$ cat src/rtl/instr_trace_buffer_if.sv
// Drain-side handshake of the instruction trace buffer.
// The master presents head records; the slave accepts them with rd_ready.
interface instr_trace_buffer_if #(
  parameter int STAMP_W = 16
);
  logic               rd_valid;
  logic               rd_ready;
  logic [31:0]        rd_pc;
  logic [31:0]        rd_ins;
  logic [STAMP_W-1:0] rd_stamp;

  modport master (output rd_valid, rd_pc, rd_ins, rd_stamp, input rd_ready);
  modport slave  (input rd_valid, rd_pc, rd_ins, rd_stamp, output rd_ready);
endinterface

$ cat src/rtl/instr_trace_buffer.sv
// Retirement-trace capture FIFO: samples pc/ins each clock, optionally keeping only
// control-flow discontinuities, and drains through a show-ahead valid/ready port.
module instr_trace_buffer #(
  parameter int DEPTH   = 16,
  parameter int STAMP_W = 16
) (
  input  logic                   clk,
  input  logic                   PcReSet,
  input  logic                   trace_en,
  input  logic                   mode,
  input  logic [31:0]            pc,
  input  logic [31:0]            ins,
  instr_trace_buffer_if.master   rd,
  output logic [$clog2(DEPTH):0] count,
  output logic                   full,
  output logic                   empty,
  output logic [15:0]            drop_cnt
);
  localparam int AW = $clog2(DEPTH);

  logic [31:0]        mem_pc    [DEPTH];
  logic [31:0]        mem_ins   [DEPTH];
  logic [STAMP_W-1:0] mem_stamp [DEPTH];

  logic [AW-1:0]      wr_ptr;
  logic [AW-1:0]      rd_ptr;
  logic [STAMP_W-1:0] stamp;
  logic [31:0]        prev_pc;
  logic               prev_valid;
  logic               capture;
  logic               pop;
  logic               push;
  logic               drop;

  assign full  = (count == (AW+1)'(DEPTH));
  assign empty = (count == '0);
  assign pop   = rd.rd_ready & ~empty;

  // Sequential flow means pc == prev_pc + 4 (mod 2^32); anything else is a discontinuity.
  assign capture = trace_en & (~mode | ~prev_valid | (pc != prev_pc + 32'd4));
  assign push    = capture & (~full | pop);
  assign drop    = capture & ~push;

  always_ff @(posedge clk or negedge PcReSet) begin
    if (!PcReSet) begin
      wr_ptr     <= '0;
      rd_ptr     <= '0;
      count      <= '0;
      drop_cnt   <= '0;
      stamp      <= '0;
      prev_pc    <= '0;
      prev_valid <= 1'b0;
    end else begin
      stamp      <= stamp + STAMP_W'(1);
      prev_valid <= trace_en;
      if (trace_en)
        prev_pc <= pc;
      if (push)
        wr_ptr <= wr_ptr + AW'(1);
      if (pop)
        rd_ptr <= rd_ptr + AW'(1);
      if (push && !pop)
        count <= count + (AW+1)'(1);
      else if (pop && !push)
        count <= count - (AW+1)'(1);
      if (drop && drop_cnt != 16'hFFFF)
        drop_cnt <= drop_cnt + 16'd1;
    end
  end

  // When full with a pop, wr_ptr == rd_ptr: the head is read before the slot is reused.
  always_ff @(posedge clk) begin
    if (push) begin
      mem_pc[wr_ptr]    <= pc;
      mem_ins[wr_ptr]   <= ins;
      mem_stamp[wr_ptr] <= stamp;
    end
  end

  assign rd.rd_valid = ~empty;
  assign rd.rd_pc    = empty ? '0 : mem_pc[rd_ptr];
  assign rd.rd_ins   = empty ? '0 : mem_ins[rd_ptr];
  assign rd.rd_stamp = empty ? '0 : mem_stamp[rd_ptr];
endmodule

$ cat src/flat_wrapper.sv
// flat-port wrapper written by rule: the top's interface ports become plain ports
module instr_trace_buffer_flat 
#(
  parameter int DEPTH   = 16,
  parameter int STAMP_W = 16
)
  (clk, PcReSet, trace_en, mode, pc, ins, count, full, empty, drop_cnt, rd_rd_valid, rd_rd_pc, rd_rd_ins, rd_rd_stamp, rd_rd_ready);
  instr_trace_buffer_if #(.STAMP_W(STAMP_W)) rd_i ();
  input  logic clk;
  input  logic PcReSet;
  input  logic trace_en;
  input  logic mode;
  input  logic [31:0] pc;
  input  logic [31:0] ins;
  output logic [$clog2(DEPTH):0] count;
  output logic full;
  output logic empty;
  output logic [15:0] drop_cnt;
  output wire logic [$bits(rd_i.rd_valid)-1:0] rd_rd_valid;
  output wire logic [$bits(rd_i.rd_pc)-1:0] rd_rd_pc;
  output wire logic [$bits(rd_i.rd_ins)-1:0] rd_rd_ins;
  output wire logic [$bits(rd_i.rd_stamp)-1:0] rd_rd_stamp;
  input wire logic [$bits(rd_i.rd_ready)-1:0] rd_rd_ready;
  assign rd_rd_valid = rd_i.rd_valid;
  assign rd_rd_pc = rd_i.rd_pc;
  assign rd_rd_ins = rd_i.rd_ins;
  assign rd_rd_stamp = rd_i.rd_stamp;
  assign rd_i.rd_ready = rd_rd_ready;
  instr_trace_buffer #(.DEPTH(DEPTH), .STAMP_W(STAMP_W)) u_core (.clk(clk), .PcReSet(PcReSet), .trace_en(trace_en), .mode(mode), .pc(pc), .ins(ins), .rd(rd_i), .count(count), .full(full), .empty(empty), .drop_cnt(drop_cnt));
endmodule
$ cat config.mk
export PLATFORM = sky130hd
export DESIGN_NAME = instr_trace_buffer_flat
export DESIGN_NICKNAME = d
export VERILOG_FILES = /design/src/rtl/instr_trace_buffer_if.sv /design/src/rtl/instr_trace_buffer.sv /design/src/flat_wrapper.sv
export SDC_FILE = /design/constraint.sdc
export NUM_CORES = 2
export LEC_CHECK = 0
export BUFFER_PORTS_ARGS = -buffer_cell sky130_fd_sc_hd__buf_2
export CAP_MARGIN = 20
export CORE_UTILIZATION = 57
export DETAILED_ROUTE_END_ITERATION = 12
export PLACE_DENSITY = 0.78
export SYNTH_ARGS = -nofsm -noshare
export SYNTH_HDL_FRONTEND = slang
export SYNTH_SLANG_ARGS = --single-unit
export TNS_END_PERCENT = 5
$ cat constraint.sdc
create_clock -name clk -period 11.3 [get_ports clk]
set_input_delay 0.565 -clock clk [delete_from_list [all_inputs] [get_ports clk]]
set_output_delay 0.565 -clock clk [all_outputs]
set_load 0.03 [all_outputs]
==> flow_summary.ini <==
[sta]
max_freq_mhz = 186.1
rsz0062_at_grt = false
fin_crit_sh = 0.4756
finalSetupViolCount = 0
fin_setup_tns_ns = 0
clock_skew_ns = 0.02513
slew_headroom = 0.1981
tightestPinTransition_ns = 1.203
finalMaxSlewViolations = 0
hold_violations = 0
fin_crit_ns = 5.374

[floorplanning]
start_util = 0.5768
die_w_microns = 306.8
dieArea_sq_mm = 0.09413
fp.coreArea_sq_mm = 0.09180
die_height_microns = 306.8
rows = 111
io_pins = 173

[cells_and_area]
nets = 2622
area_delta_synth_final_pct = 12.91
fillers = 5646
drive_above_1_share = 0.3264

[job]
max_cap_violations = 0

[yosys]
synth_common_cells = edfxtp_1, mux4_2, and2_1
synthTopCellsByArea = edfxtp_1, mux4_2, dfrtp_1, xnor2_1, and2_1
ys_types = 52
ys_seq_elements = 1358
synth_area_leader_cell = edfxtp_1
synth_nets = 2389
post-synth-top-count-cell = edfxtp_1
synthArstFlopShare = 0.05744
syn_area_per_cell_sq_um = 22.95
synth_top_area_frac = 0.7258
synth_cells = 2307
synth_edf_count = 1280
seq_area_frac_synth = 0.7627
syn_area_sq_mm = 0.05295
synth_flop_cell = edfxtp_1
yosys_warnings = 0

[power_and_ir_drop]
leakage_nw = 19.44
comb_power_share = 0.308
seq_power_share = 0.408
vdd_drop_max_uv = 241.7
p_per_area_mw_per_mm2 = 258.3
power_mw = 15.45
pwr-share-clk = 0.285
p_int_mw = 10.59
swShare = 0.3146
p_switching_mw = 4.858

[setup_path]
critPathBufInv = 4
reg2regPathDepth = 11
critPathLaunchType = flip-flop
crit_family = buffers and inverters
rr_endpoint = u_core.mem_ins[0][2]
path_common_cell = mux4_2
rrSetupSlack_ns = 6.32
cp_slowest_cell = dfrtp_4
path_max_fanout = 115
r2r_start = u_core.prev_pc[2]
crit_start = u_core.rd_ptr[0]
path_cells = buf_12 > buf_4 > buf_16 > mux4_2 > mux4_2 > and2_1 > buf_2
arrival_ns = 4.81
path_class = flip-flop to output port
required_ns = 10.74
crit_path_end_kind = output port
slowest_delay_ns = 0.93
cp.depth = 7

[clocking]
post_cts_buffers = 0
cts_tree = built
cts_hold_buf = 1
cts_buffers = 134
clk_latency_ns = 0.74
clkTransAtPathRegs_ns = 0.06
ctsResizeCount = 0
clockRootBuffer = clkbuf_16
clock_sinks = 1358
cts_htree_levels = 4
clk_path_buf_depth = 3

[global_routing]
grt_pass1_wl_mm = 179.2
grt_overflow = 0
antenna_found_initial = 11
grt_pass1_vias = 26530
grt_usage = 0.2655
grt_max_degree = 119

[detailed_routing]
postRouteWirelength_mm = 121.6
drc = 0
drt_iter0_drc = 3167
wl_per_cell_microns = 31.23
num_vias = 25330
ant_nets = 0
drt-vias-per-instance = 6.506
first_pass_iters = 5

[placed_design]
gp_congestion = 0.8133
portBuffers = 172
hpwl_mm = 61.35

[worst_hold_path]
hold_end = u_core.rd_ptr[2]
hold_depth = 3
hold_start = rd_rd_ready
hold_class = input pin to flip-flop

[status]
outcome = finished, final reports clean
## through the flow
step | worst slack, ns | hold slack (ns) | instances | util | area [sq um]
after detailed placement | 6.243 | 0.4801 | 3642 | 0.6026 | 55320
after global placement | 6.326 | 0.4737 | 3641 | 0.6023 | 55290
after CTS | 5.432 | 0.1328 | 3886 | 0.6500 | 59670
final | 5.926 | 0.1796 | 3893 | 0.6513 | 59790
after global routing | 5.550 | 0.1648 | 3890 | 0.6512 | 59780
after floorplan | 3.012 | 0.2694 | 2307 | - | 52950
## worst max-delay path by stage
stage                                       to  slack [ns]
after floorplan           u_core.mem_ins[3][0]        3.01
after global placement         rd_rd_stamp[15]        6.33
final                           rd_rd_stamp[3]        5.93
after CTS                         rd_rd_pc[23]        5.43
after global routing            rd_rd_stamp[4]        5.55
after detailed placement           rd_rd_pc[3]        6.24
## layout by cell type, fill, tap and decap left out, types with 12 or more instances in the layout
| cell type | n |
|---|---|
| clkinv_1 | 23 |
| and3_1 | 12 |
| nand4_1 | 19 |
| dfrtp_1 | 74 |
| clkbuf_1 | 28 |
| buf_2 | 171 |
| ha_1 | 12 |
| and3_4 | 14 |
| buf_4 | 28 |
| and2_1 | 84 |
| edfxtp_1 | 1280 |
| clkbuf_16 | 136 |
| inv_1 | 12 |
| clkinv_2 | 21 |
| nand3_1 | 29 |
| nor2_1 | 26 |
| mux2_2 | 33 |
| mux4_2 | 400 |
| xnor2_1 | 64 |
| nand2_1 | 33 |
| xor2_1 | 16 |
## routing by layer
layer	up-vias	routed length [microns]	part of all wire	track usage
met1	13490	46170	0.38	0.3666
met4	8	2431	0.020	0.07116
li1	10200	-	-	-
met5	-	61	0.00050	0
met3	189	10930	0.090	0.05217
met2	1451	61980	0.51	0.4390
## power by group through the flow
stage               clock (mW)  sequential (mW)  combinational [mW]
floorplan                    0             6.24                3.43
global placement             0             6.38                4.63
detailed placement           0             6.43                4.69
CTS                       4.44             6.34                4.75
global route              4.61             6.33                5.02
finish                    4.39             6.30                4.75
## area by class of cell
| class | count | area [sq um] | share of cell area |
|---|---|---|---|
| Sequential cell | 1358 | 40400 | 0.6757 |
| Multi-Input combinational cell | 827 | 12180 | 0.2037 |
| Clock buffer | 170 | 3591 | 0.06006 |
| Tap cell | 1243 | 1555 | 0.02601 |
| Timing Repair Buffer | 207 | 1254 | 0.02097 |
| Clock inverter | 73 | 754.5 | 0.01262 |
| Inverter | 12 | 45.04 | 0.0007533 |
| Antenna cell | 3 | 7.507 | 0.0001256 |
## worst min-delay path, stage by stage
cell and delay [ns]:
buf_2 0.14, nand3_1 0.10, xnor2_1 0.06
## logic make-up (layout without fill, tap and decap cells)
kind of cell	after synthesis	count (layout)	synth area share
flip-flops	1358	1358	0.7627
AO/OA/AOI/OAI	33	33	0.004655
other	0	3	0
AND/OR/NAND/NOR	261	261	0.02878
multiplexers	440	440	0.1785
XOR/XNOR	80	80	0.01323
adder cells (fa/ha/maj)	13	13	0.003213
buffers and inverters	122	462	0.008955
## sequential cells by signal, indices dropped and copies added, names as in the netlist
name and flops:
u_core.count 5, u_core.mem_ins 512, u_core.rd_ptr 4, u_core.stamp 16
u_core.prev_valid 1, u_core.mem_pc 512, u_core.prev_pc 32, u_core.mem_stamp 256
u_core.drop_cnt 16, u_core.wr_ptr 4
Power figures use the tool's default switching activity.
